<file path="config.mk">
export PLATFORM = sky130hd
export DESIGN_NAME = memory_game_fsm
export DESIGN_NICKNAME = d
export VERILOG_FILES = /design/src/rtl/memory_game_pkg.sv /design/src/rtl/memory_game_tick_timer.sv /design/src/rtl/memory_game_fsm.sv
export SDC_FILE = /design/constraint.sdc
export NUM_CORES = 1
export LEC_CHECK = 0
export ABC_CLOCK_PERIOD_IN_PS = 3700
export BUFFER_PORTS_ARGS = -buffer_cell sky130_fd_sc_hd__buf_2
export CORE_AREA = 10 10 78 130
export CTS_CLUSTER_DIAMETER = 50
export DETAILED_ROUTE_END_ITERATION = 12
export DIE_AREA = 0 0 88 140
export PLACE_DENSITY_LB_ADDON = 0.3
export SYNTH_ARGS = -nofsm -noshare
export SYNTH_HDL_FRONTEND = slang
export SYNTH_SLANG_ARGS = --single-unit
export TNS_END_PERCENT = 5
</file>
<file path="constraint.sdc">
create_clock -name clk -period 3.7 [get_ports clk]
set_input_delay 0.555 -clock clk [delete_from_list [all_inputs] [get_ports clk]]
set_output_delay 0.555 -clock clk [all_outputs]
set_load 0.01 [all_outputs]
</file>
<file path="src/rtl/memory_game_pkg.sv">
// Shared definitions for the memory game: state encoding and
// default board geometry used by the controller, draw and colour logic.
package memory_game_pkg;

    localparam int DEF_NUM_CARDS = 16;
    localparam int DEF_COLOR_W   = 12;

    localparam logic [3:0] ST_MENU    = 4'd0;
    localparam logic [3:0] ST_COMPUTE = 4'd1;
    localparam logic [3:0] ST_PREVIEW = 4'd2;
    localparam logic [3:0] ST_FIRST   = 4'd3;
    localparam logic [3:0] ST_SECOND  = 4'd4;
    localparam logic [3:0] ST_RD_A    = 4'd5;
    localparam logic [3:0] ST_RD_B    = 4'd6;
    localparam logic [3:0] ST_CMP     = 4'd7;
    localparam logic [3:0] ST_HOLD    = 4'd8;
    localparam logic [3:0] ST_WON     = 4'd9;

    typedef enum logic [3:0] {
        S_MENU    = ST_MENU,
        S_COMPUTE = ST_COMPUTE,
        S_PREVIEW = ST_PREVIEW,
        S_FIRST   = ST_FIRST,
        S_SECOND  = ST_SECOND,
        S_RD_A    = ST_RD_A,
        S_RD_B    = ST_RD_B,
        S_CMP     = ST_CMP,
        S_HOLD    = ST_HOLD,
        S_WON     = ST_WON
    } state_e;

endpackage

</file>
<file path="src/rtl/memory_game_tick_timer.sv">
// Frame-tick down-counter shared by the preview and mismatch holds.
// Load wins over a tick; the count stops at zero.
module tick_timer #(
    parameter int W = 8
) (
    input  logic         clk,
    input  logic         rst,
    input  logic         load_i,
    input  logic [W-1:0] load_val_i,
    input  logic         tick_i,
    output logic         zero_o
);

    logic [W-1:0] cnt_q;

    // count down on enabled ticks, reload on demand
    always_ff @(posedge clk) begin
        if (!rst) begin
            cnt_q <= '0;
        end else if (load_i) begin
            cnt_q <= load_val_i;
        end else if (tick_i && cnt_q != '0) begin
            cnt_q <= cnt_q - W'(1);
        end
    end

    assign zero_o = (cnt_q == '0);

endmodule

</file>
<file path="src/rtl/memory_game_fsm.sv">
// Memory game controller: menu, colour compute, preview, two-click
// turns with pair compare, mismatch hold, move count and win detect.
module memory_game_fsm
    import memory_game_pkg::*;
#(
    parameter int NUM_CARDS      = DEF_NUM_CARDS,
    parameter int IDX_W          = 6,
    parameter int COLOR_W        = DEF_COLOR_W,
    parameter int PREVIEW_TICKS  = 120,
    parameter int MISMATCH_TICKS = 60,
    parameter int MOVES_W        = 10
) (
    input  logic                 clk,
    input  logic                 rst,
    input  logic                 tick,
    input  logic                 start_button_pressed,
    input  logic                 computing_colors_finished,
    input  logic                 card_clicked,
    input  logic [IDX_W-1:0]     clicked_idx,
    input  logic [COLOR_W-1:0]   color_rd_data,
    output logic [IDX_W-1:0]     color_rd_idx,
    output logic                 draw_start_button,
    output logic                 compute_colors,
    output logic                 draw_cards,
    output logic [NUM_CARDS-1:0] face_up,
    output logic [NUM_CARDS-1:0] matched,
    output logic [MOVES_W-1:0]   move_count,
    output logic                 game_won
);

    localparam int TMAX = (PREVIEW_TICKS > MISMATCH_TICKS) ?
                          PREVIEW_TICKS : MISMATCH_TICKS;
    localparam int TW   = (TMAX < 1) ? 1 : $clog2(TMAX + 1);
    localparam logic [NUM_CARDS-1:0] ONE = NUM_CARDS'(1);

    state_e               state_q;
    logic [IDX_W-1:0]     idx_a_q, idx_b_q, rd_idx_q;
    logic [COLOR_W-1:0]   color_a_q;
    logic [NUM_CARDS-1:0] face_q, matched_q;
    logic [MOVES_W-1:0]   moves_q;
    logic                 dsb_q, cc_q, dc_q, won_q;

    logic [NUM_CARDS-1:0] oh_click, oh_a, oh_b, mat_next;
    logic                 click_ok, colors_eq;
    logic                 tmr_load, tmr_en, tmr_zero;
    logic [TW-1:0]        tmr_val;

    // click qualification, pair compare and timer control
    always_comb begin
        oh_click  = ONE << clicked_idx;
        oh_a      = ONE << idx_a_q;
        oh_b      = ONE << idx_b_q;
        mat_next  = matched_q | oh_a | oh_b;
        click_ok  = card_clicked
                 && ({1'b0, clicked_idx} < (IDX_W+1)'(NUM_CARDS))
                 && ((matched_q & oh_click) == '0);
        colors_eq = (color_rd_data == color_a_q);
        tmr_load  = 1'b0;
        tmr_val   = '0;
        if (state_q == S_COMPUTE && computing_colors_finished) begin
            tmr_load = 1'b1;
            tmr_val  = TW'(PREVIEW_TICKS);
        end else if (state_q == S_CMP && !colors_eq) begin
            tmr_load = 1'b1;
            tmr_val  = TW'(MISMATCH_TICKS);
        end
        tmr_en = tick && (state_q == S_PREVIEW || state_q == S_HOLD);
    end

    tick_timer #(.W(TW)) u_timer (
        .clk        (clk),
        .rst        (rst),
        .load_i     (tmr_load),
        .load_val_i (tmr_val),
        .tick_i     (tmr_en),
        .zero_o     (tmr_zero)
    );

    // game sequencing with registered mode flags and board state
    always_ff @(posedge clk) begin
        if (!rst) begin
            state_q   <= S_MENU;
            idx_a_q   <= '0;
            idx_b_q   <= '0;
            rd_idx_q  <= '0;
            color_a_q <= '0;
            face_q    <= '0;
            matched_q <= '0;
            moves_q   <= '0;
            dsb_q     <= 1'b0;
            cc_q      <= 1'b0;
            dc_q      <= 1'b0;
            won_q     <= 1'b0;
        end else begin
            dsb_q <= (state_q == S_MENU);
            cc_q  <= (state_q == S_COMPUTE);
            dc_q  <= !(state_q == S_MENU || state_q == S_COMPUTE);
            won_q <= (state_q == S_WON);
            unique case (state_q)
                S_MENU, S_WON: begin
                    if (start_button_pressed) begin
                        matched_q <= '0;
                        face_q    <= '0;
                        moves_q   <= '0;
                        state_q   <= S_COMPUTE;
                    end
                end
                S_COMPUTE: begin
                    if (computing_colors_finished) begin
                        face_q  <= '1;
                        state_q <= S_PREVIEW;
                    end
                end
                S_PREVIEW: begin
                    if (tmr_zero) begin
                        face_q  <= matched_q;
                        state_q <= S_FIRST;
                    end
                end
                S_FIRST: begin
                    if (click_ok) begin
                        idx_a_q <= clicked_idx;
                        face_q  <= face_q | oh_click;
                        state_q <= S_SECOND;
                    end
                end
                S_SECOND: begin
                    if (click_ok && clicked_idx != idx_a_q) begin
                        idx_b_q  <= clicked_idx;
                        face_q   <= face_q | oh_click;
                        rd_idx_q <= idx_a_q;
                        state_q  <= S_RD_A;
                    end
                end
                S_RD_A: begin
                    rd_idx_q <= idx_b_q;
                    state_q  <= S_RD_B;
                end
                S_RD_B: begin
                    color_a_q <= color_rd_data;
                    state_q   <= S_CMP;
                end
                S_CMP: begin
                    if (moves_q != '1) moves_q <= moves_q + MOVES_W'(1);
                    if (colors_eq) begin
                        matched_q <= mat_next;
                        if (&mat_next) begin
                            face_q  <= '1;
                            state_q <= S_WON;
                        end else begin
                            state_q <= S_FIRST;
                        end
                    end else begin
                        state_q <= S_HOLD;
                    end
                end
                S_HOLD: begin
                    if (tmr_zero) begin
                        face_q  <= face_q & ~(oh_a | oh_b);
                        state_q <= S_FIRST;
                    end
                end
                default: state_q <= S_MENU;
            endcase
        end
    end

    assign color_rd_idx      = rd_idx_q;
    assign draw_start_button = dsb_q;
    assign compute_colors    = cc_q;
    assign draw_cards        = dc_q;
    assign face_up           = face_q;
    assign matched           = matched_q;
    assign move_count        = moves_q;
    assign game_won          = won_q;

endmodule

</file>
# --- After elaboration in Yosys (flattened, before gate mapping) ---
# Cells that the tools add are included.
totals:
  regBits: 87
  inputBits: 24
  output_inout_bits: 52
  elab_cells: 107
op_classes:
  n_addsub: 2
  order_cmp: 1
  n_eq_ne: 22
  shifts: 3
  muxes: 30
  bitwise: 7
  reduce_logical: 29
op_table:
  columns: ["cell", "count"]
  rows:
  - ["$mux 16", 9]
  - ["$pmux 16 s7", 1]
  - ["$or 16x16->16", 4]
  - ["$shl 1x6->16 const A", 3]
  - ["$and 16x16->16", 2]
  - ["$pmux 16 s2", 1]
  - ["$pmux 4 s8", 1]
  - ["$mux 4", 7]
  - ["$mux 7", 3]
  - ["$mux 10", 2]
  - ["$pmux 10 s2", 1]
  - ["$eq 4x3->1 const B", 4]
  - ["$logic_not 16->1", 1]
  - ["$not 16->16", 1]
  - ["$reduce_and 16->1", 1]
  - ["$ne 2x2->1 const B", 7]
  - ["$reduce_bool 7->1", 2]
  - ["$eq 12x12->1", 1]
  - ["$mux 6", 2]
  - ["$pmux 6 s2", 1]
  - ["$add 10x1->10 const B", 1]
  - ["$ne 10x10->1 const B", 1]
  - ["$reduce_and 9->1", 1]
  - ["$eq 4x2->1 const B", 2]
  - ["other kinds (17)", 35]

# --- Longest topological paths before layout ---
# Gate-level depths: netlist (run 1).
logic_depth:
  depth_word: 7
  depth_mapped: 11
  ltp_nobuf: 10

# --- Modules after synthesis ---
# Synthesis (run 1) repeated with hierarchy kept, for this count alone.
unflattened:
  hier_cells: 576
  hier_area_um2: 4956.0
modules_own_cells:
  columns: ["mod", "instances", "cells_each", "area_per_inst_um2", "seq_area_each_um2"]
  rows:
  - ["memory_game_fsm", 1, 529, 4536.9, 1601.5]
  - ["tick_timer", 1, 47, 419.2, 140.1]

# --- Worst setup path before layout (run 1) ---
# Ideal clock, no wire load.
synth_path:
  path_kind: "input to register"
  from: "input clicked_idx[1]"
  to: "register face_q[13] (netlist: face_up[13])"
  setup_ps: 124
  t_arrival_ps: 2470
  required_ps: 3576
  path_slack_ps: 1107
  cell_stages: 11
  path_buffers: 3
  cell_sequence: "buf_2 -> buf_4 -> nor2_1 -> nand4_1 -> nand4_1 -> nor4_4 -> nand3_2 -> o311a_4 -> buf_6 -> o31ai_1 -> a21oi_1"
synth_via:
  elab_chain_len: 7
  word_cells_on_any_way: 15
  classes_between: "order compare: 1; eq/ne: 3; shift: 1; mux: 3; bitwise: 2; reduce/logical: 5"
synth_lines:
  columns: ["element", "line", "text"]
  rows:
  - ["start: declaration", "memory_game_fsm.sv:19", "input logic [IDX_W-1:0] clicked_idx,"]
  - ["parallel branches: the longest is 7 deep, another holds $lt 6x5->1", null, null]
  - ["end signal: assignment", "memory_game_fsm.sv:123", "face_q <= face_q | oh_click;"]
  - ["end signal: assignment", "memory_game_fsm.sv:130", "face_q <= face_q | oh_click;"]
  - ["end signal: assignment", "memory_game_fsm.sv:159", "face_q <= face_q & ~(oh_a | oh_b);"]
  - ["end: declaration", "memory_game_fsm.sv:39", "logic [NUM_CARDS-1:0] face_q, matched_q;"]
# Several ways; the timed one is not identified. The select of a mux whose other input is x is not followed.
# A chain may end at the register's enable or synchronous reset.

# --- Final worst setup path (run 1) ---
layout_path:
  from: "register state_q[2]"
  to: "register moves_q[7] (netlist: move_count[7])"
layout_via:
  elab_chain_len: 4
  word_cells_on_any_way: 9
  classes_between: "eq/ne: 4; mux: 1; reduce/logical: 4"
layout_lines:
  columns: ["element", "line", "text"]
  rows:
  - ["start: declaration", "memory_game_fsm.sv:36", "state_e state_q;"]
  - ["start signal: assignment", "memory_game_fsm.sv:82", "state_q <= S_MENU;"]
  - ["start signal: assignment", "memory_game_fsm.sv:105", "state_q <= S_COMPUTE;"]
  - ["start signal: assignment", "memory_game_fsm.sv:111", "state_q <= S_PREVIEW;"]
  - ["$eq 4x4->1 / $logic_not 4->1 (equally long branches)", "memory_game_fsm.sv:99", "unique case (state_q)"]
  - ["$reduce_or 2->1", "memory_game_fsm.sv:99", null]
  - ["$ne 2x2->1 (no source line) / $reduce_bool 2->1 (equally long branches)", null, null]
  - ["$reduce_and 3->1 (no source line)", null, null]
  - ["end signal: assignment", "memory_game_fsm.sv:144", "if (moves_q != '1) moves_q <= moves_q + MOVES_W'(1);"]
  - ["end: declaration", "memory_game_fsm.sv:40", "logic [MOVES_W-1:0] moves_q;"]
# Several ways; a longest one is shown, not always the timed one.

==> results of run 1 <==
==> worst max-delay path, stage by stage (launching register included) <==
cell,delay [ps]
dfxtp_1,730
nor2b_1,430
a32o_1,180
a22oi_1,150
a31oi_1,460
nand4_1,330
or3_1,400
a21oi_1,140
==> registers in the layout (all words and copies together) (netlist names), 4 cells and up <==
register       count
idx_a_q            6
idx_b_q            6
state_q            4
face_up           16
color_a_q         12
color_rd_idx       6
u_timer.cnt_q      7
matched           16
move_count        10
==> metrics by stage <==
stage          instance area, um2  worst slack, ps  total power (uW)  instances  hold WS [ps]
4_1_cts                      5411            853.0              3193        739         469.1
3_5_place_dp                 5140            691.2              2351        723         460.8
3_3_place_gp                 5140            722.2              2322        723         454.0
5_1_grt                      5411            548.5              3366        739         477.8
2_1_floorplan                4761             1107              1995        586         448.8
6_report                     5411            805.7              3199        739         467.8
==> power by group through the flow <==
stage | clock [uW] | combinational (uW) | sequential, uW
2_1_floorplan | 0 | 757 | 1240
3_3_place_gp | 0 | 1060 | 1270
3_5_place_dp | 0 | 1080 | 1270
4_1_cts | 856 | 1090 | 1250
5_1_grt | 897 | 1190 | 1270
6_report | 848 | 1090 | 1260
==> layout by cell type (no fill, tap or decap), types with 6 or more instances in the layout <==
| cell | synthesis | final |
|---|---|---|
| o22ai_1 | 6 | 6 |
| and3_1 | 10 | 10 |
| mux2i_1 | 20 | 20 |
| nor3_1 | 11 | 11 |
| o21ai_0 | 17 | 17 |
| a21oi_1 | 57 | 57 |
| nand3_1 | 6 | 6 |
| buf_2 | 9 | 75 |
| xor2_1 | 13 | 13 |
| nor4_1 | 7 | 7 |
| o31ai_1 | 8 | 8 |
| nor2b_1 | 9 | 9 |
| o21ai_1 | 8 | 8 |
| nor3b_1 | 6 | 6 |
| clkbuf_16 | 0 | 9 |
| dfxtp_1 | 87 | 87 |
| buf_4 | 3 | 7 |
| nor2_1 | 65 | 65 |
| inv_1 | 17 | 17 |
| nand2_1 | 78 | 78 |
| nand4_1 | 9 | 9 |
| xnor2_1 | 15 | 15 |
| a22o_1 | 14 | 14 |
| a211oi_1 | 17 | 17 |
==> area by class of cell <==
type	instances	area [um2]
multi-input cells	446	2790
clock inverters	7	46.29
fillers	681	2497
flip-flops and latches	87	1742
repair buffers	82	427.9
well taps	90	112.6
clock buffers	9	225.2
inverters	18	67.56
==> Yosys cell counts, drive strengths merged, types with 2 or more instances <==
library cell and count:
a2111oi 4, a211oi 17, a21oi 57, a22o 14, a22oi 3, a2bb2oi 2
a31oi 4, a32o 2, a32oi 3, and2 6, and3 10, and3b 4
and4b 3, and4bb 2, buf 16, clkbuf 19, dfxtp 87, ha 3
inv 17, mux2i 20, nand2 78, nand3 7, nand3b 3, nand4 9
nor2 66, nor2b 9, nor3 11, nor3b 6, nor4 8, nor4b 7
o21ai 25, o221ai 2, o22ai 6, o311a 3, o31a 3, o31ai 8
or3 3, xnor2 15, xor2 13
==> routing by layer <==
metal	share of wire	routed length, um
met4	0.041	621
met5	0	0
met3	0.078	1200
met2	0.52	7902
met1	0.37	5597
==> how the worst max path moves through the flow <==
stage	from	end	slack [ps]	depth (start not counted)
after floorplan	clicked_idx[1]	face_up[13]	1110	11
after global placement	clicked_idx[2]	face_up[6]	720	9
after detailed placement	clicked_idx[2]	face_up[1]	690	9
after CTS	state_q[2]	move_count[5]	850	7
after global routing	state_q[2]	move_count[5]	550	7
final	state_q[2]	move_count[7]	810	7
==> cell families after synthesis <==
kind of cell | share of synthesized area
buf+inv | 0.04809
xor+xnor | 0.05151
fa+ha+maj | 0.007885
mux | 0.04205
flops | 0.3658
simple gates | 0.2618
compound gates | 0.2229
==> results.md, run 1 <==
* Final period utilization at 0.7822
* Clock-pin slew on the worst setup and hold paths at 60 ps
* Antenna diode count at 0
* CP max FO at 17
* RR Startpoint: state_q[2]
* Clock Skew at 9.503 ps
* Core Region at 7909 um2
* F_max at 345.5 MHz
* # hold bufs at CTS at 0
* Syn. warnings at 0
* Grt total ovfl at 0
* Row cnt at 43
* Leading cell types by total area after synthesis: dfxtp_1 37%, nand2_1 6.1%, a21oi_1 6.0%, nor2_1 5.1%, mux2i_1 4.2%
* Gr usage total at 0.2446
* Power Density at 591.1 nW/um2
* Ys async rst share at 0
* Synth Cell Area at 4761 um2
* First-pass GRT wire length at 24250 um
* Startpoint class of the critical path: flip-flop
* Min Clock Period, post-route at 2894 ps
* Relative slew slack at 0.4136
* Post-CTS setup buffers at 0
* R2R depth at 7
* Register share of total power at 0.393
* Via count at 4780
* Top FF cell, synth: dfxtp_1
* Hold Crit Class: reg -> reg
* Die Height at 140 um
* CP required at 3970 ps
* Most used routing layer: met2
* Starting Density at 0.6020
* P_leak at 0.002084 uW
* Switching power at 1234 uW
* Internal power at 1965 uW
* Wire per inst at 20.73 um
* Largest net degree at the start of global routing at 35
* VDD IR max at 0.4981 mV
* Met3 Track Usage GR at 0.05575
* GR Util met1 at 0.2694
* Die footprint at 12320 um2
* Worst-margin pin slew at 867.3 ps
* Placer Congestion at 1.002
* Hold wc startpoint: color_a_q[4]
* Final setup fails at 0
* WP data arrival at 3170 ps
* Via/cell ratio at 6.468
* Clock Path Buffers at 2
* Post-CTS sizing at 0
* Number of library cell types mapped by synthesis at 63
* RSZ-0062 raised after global routing: no
* Mapped Avg Cell Area at 8.124 um2
* Hold Crit Depth at 2
* Initial antenna violation count at 0
* Die W at 88 um
* RR Endpoint: move_count[7]
* Critical setup path kind: reg -> reg
* Worst-skew pair later-pin latency at 340 ps
* CTS root buf: clkbuf_16
* Register area share after synthesis at 0.3658
* R2R setup slack at 810 ps
* Synthesized net count at 613
* Area Overhead vs Synth at 13.67%
* Clock Sinks at 87
* Gate power share at 0.342
* FF+latch count, synth at 87
* Post-synth top area share at 0.3658
* Vias in the first global route at 4649
* Synth Instances at 586
* Setup_tns at 0 ps
* Outcome: completed
* H-tree levels at 3
* Final-report hold violation count at 0
* 1st-pass router iterations at 6
* CP Capture Type: flip-flop
* Hold EP: color_a_q[4]
* Clock share of power at 0.265
* Layout cells sized above 1 at 0.1741
* Sw Share at 0.3857
* Num CTS Buffers at 9
* Routed WL at 15320 um
* CTS tree: built
* Max cap viols at 0
* DRC at 0
* Area leader, netlist: dfxtp_1
* Slew Viols, Final at 0
* Nets at 671
* Iter 0 DRT Violations at 361
* Core Util, Final at 0.6842
* GRT met2 Usage at 0.4204
* Count of input and output buffers at 75
* Antenna viol nets, final at 0
* Detailed Place HPWL at 11380 um
* EDFF count, synth at 0
* Number of I/O pins at 76
Note: power is estimated with default switching activity, not from simulation.
==> run 2, diff against run 1 <==
Settings changed: ABC_CLOCK_PERIOD_IN_PS 3700 to 2380, CORE_AREA 10 10 78 130 to 10 10 85 141, DIE_AREA 0 0 88 140 to 0 0 95 151.
Clock period 3.7 ns to 2.38 ns, I/O delays scaled along.
==> run 2 against run 1 <==
Against the previous run:
- critical path depth up 2
- critical endpoint is now face_up[13]
- sequential power grew 52%
- global-route usage barely moved
- via count is 14% higher
- first-iteration DRC count increased by 52%
- critical path type unchanged
- cell area rose by 25%
- the run now ends with setup timing left
- clock-buffer cell count up 1
- highest routed layer unchanged
==> results.md, run 2 (synthesis gave the netlist of run 1 again) <==
* Failing checks: setup timing
* Final cell count without fillers at 892 (+21%)
* F_max at 401.0 MHz (+16%)
* Sw Share at 0.3840 (-0.001749)
* Switching power at 2299 uW (+86%)
* Critical setup path kind: reg -> reg
* Clock-pin slew on the worst setup and hold paths at 70 ps (about the same)
* Clock Sinks at 87 (unchanged)
* Grt total ovfl at 0 (unchanged)
* Clock share of power at 0.244 (-0.021)
* Nets at 792 (+18%)
* Final-report hold violation count at 0 (unchanged)
* Commonest non-fill, non-tap cell in the layout: buf_4
* Outcome: finished, violations left
* Post-route cell area at 6745 um2 (+25%)
* Via count at 5445 (+14%)
* # hold bufs at CTS at 0 (unchanged)
* Placer Congestion at 1.021 (+1.9%)
* Vias in the first global route at 5352 (+15%)
* Initial antenna violation count at 0 (unchanged)
* Die Height at 151 um (+7.9%)
* Core Region at 9527 um2 (+20%)
* CTS tree: built
* Clock Path Buffers at 2 (unchanged)
* Wire per inst at 20.54 um (-0.95%)
* Hold Crit Class: in -> reg
* CP required at 2620 ps (-1350 ps)
* Area post-placement at 6031 um2 (+17%)
* Worst Setup SP: matched[7]
* Area occupied by multi-input gates at 3089 um2 (+11%)
* Internal power at 3688 uW (+88%)
* Gr usage total at 0.2449 (+0.0003025)
* Hold Crit Depth at 3 (+1)
* CP max FO at 6 (-11)
* Register area at 1764 um2 (+1.3%)
* WP data arrival at 2730 ps (-440 ps)
* Clock Skew at 10.39 ps (+0.8839 ps)
* Register share of total power at 0.320 (-0.073)
* R2R depth at 9 (+2)
* Routed WL at 18320 um (+20%)
* Die footprint at 14350 um2 (+16%)
* 1st-pass router iterations at 7 (+1)
* Antenna viol nets, final at 0 (unchanged)
* Max cap viols at 0 (unchanged)
* P_leak at 0.002790 uW (+34%)
* Layout cells sized above 1 at 0.3701 (+0.1960)
* Count of input and output buffers at 75 (unchanged)
* Min setup slack post-route at -113.8 ps (-919.5 ps)
* CTS root buf: clkbuf_16
* Startpoint class of the critical path: flip-flop
* DRC at 0 (unchanged)
* Core Util, Final at 0.7080 (+0.02381)
* Cell count after placement at 865 (+20%)
* Largest net degree at the start of global routing at 32 (-8.6%)
* Detailed Place HPWL at 12890 um (+13%)
* First-pass GRT wire length at 27300 um (+13%)
* Fillcell total at 736 (+8.1%)
* Min Clock Period, post-route at 2494 ps (-400.5 ps)
* Final period utilization at 1.048 (+0.2656)
* Gate power share at 0.436 (+0.094)
* Slew Viols, Final at 0 (unchanged)
* Row cnt at 47 (+9.3%)
* Worst-skew pair later-pin latency at 360 ps (+20 ps)
* CP Capture Type: flip-flop
* Final setup fails at 16 (+16)
* Worst-margin pin slew at 701.2 ps (-166.1 ps)
* Area Overhead vs Synth at 41.68%
* Most frequent cells in the layout: 119 x buf_4, 78 x nand2_1, 75 x buf_2
* RR Startpoint: matched[7]
* Antenna diode count at 0 (unchanged)
* RSZ-0062 raised after global routing: yes
* Die W at 95 um (+8.0%)
* Via/cell ratio at 6.104 (-5.6%)
* Num CTS Buffers at 9 (unchanged)
* Relative slew slack at 0.5320 (+0.1184)
* Number of I/O pins at 76 (unchanged)
* Hold wc startpoint: color_rd_data[3]
* Iter 0 DRT Violations at 550 (+52%)
* VDD IR max at 0.6087 mV (+22%)
* Starting Density at 0.4997 (-0.1022)
* Power Density at 887.5 nW/um2 (+50%)
* H-tree levels at 3 (unchanged)
[run 2: cell types whose count changed in the layout (fill, tap and decap cells not counted), moves of 4 or more]
| cell | previous run | this run |
|---|---|---|
| dfxtp_1 | 87 | 73 |
| a211oi_1 | 17 | 10 |
| buf_4 | 7 | 119 |
| dfxtp_2 | 0 | 12 |
| a21oi_2 | 0 | 9 |
| nor4_1 | 7 | 3 |
| buf_6 | 0 | 5 |
| a211oi_2 | 0 | 7 |
| a21oi_1 | 57 | 47 |
[run 2: final timing paths]
check / end / slack (ps)
worst max-delay path: face_up[13] / -110
worst min-delay path: color_a_q[3] / 260
worst max register to register: face_up[13] / -110
worst min register to register: color_a_q[6] / 470
[run 2: critical path: stages (launching register included)]
cell and delay [ps]:
dfxtp_2 330, and3b_1 170, o2111ai_2 210, nand4_1 160, nor4_4 410, nand3_2 180, buf_4 190, o311a_4 350
o31ai_1 320, a21oi_2 50
[run 2: cell type report]
cell class | count | share of cell area
multi-input combinational | 448 | 0.4580
sequential | 87 | 0.2615
timing repair buffer | 201 | 0.2024
clock buffer | 10 | 0.03543
tap | 122 | 0.02263
clock inverter | 6 | 0.01002
inverter | 18 | 0.01002
[run 2: power by group through the flow]
stage / Sequential (uW) / Combinational, uW / Clock (uW)
6_report: 1910 / 2610 / 1460
5_1_grt: 1930 / 2780 / 1510
4_1_cts: 1890 / 2340 / 1470
3_5_place_dp: 1920 / 2020 / 0
3_3_place_gp: 1910 / 1960 / 0
2_1_floorplan: 1930 / 1180 / 0
[run 2: per-layer routing]
layer | wire, um | vias up | share of wire | GRT usage
li1 | - | 2480 | - | -
met4 | 1346 | 0 | 0.073 | 0.2000
met2 | 9132 | 343 | 0.50 | 0.4200
met1 | 6276 | 2522 | 0.34 | 0.2377
met3 | 1564 | 100 | 0.085 | 0.06690
met5 | 0 | - | 0 | 0
[run 2: what timing repair did]
item | 4_1_cts | 5_1_grt
cloned | 2 | 0
pin swaps | 12 | 23
buffers inserted | 6 | 3
resized for setup | 24 | 47
setup endpoints to repair | 19 | 30
[run 2: through the flow]
step	TNS (ps)	total power, uW	setup slack, ps	hold slack [ps]
3_3_place_gp	-2044	3869	-169.5	454.7
5_1_grt	-2630	6223	-194.8	267.8
3_5_place_dp	-3100	3941	-229.0	463.2
6_report	-1122	5987	-113.8	261.1
4_1_cts	-204.8	5698	-42.07	257.8
2_1_floorplan	-98.11	3102	-15.46	448.8
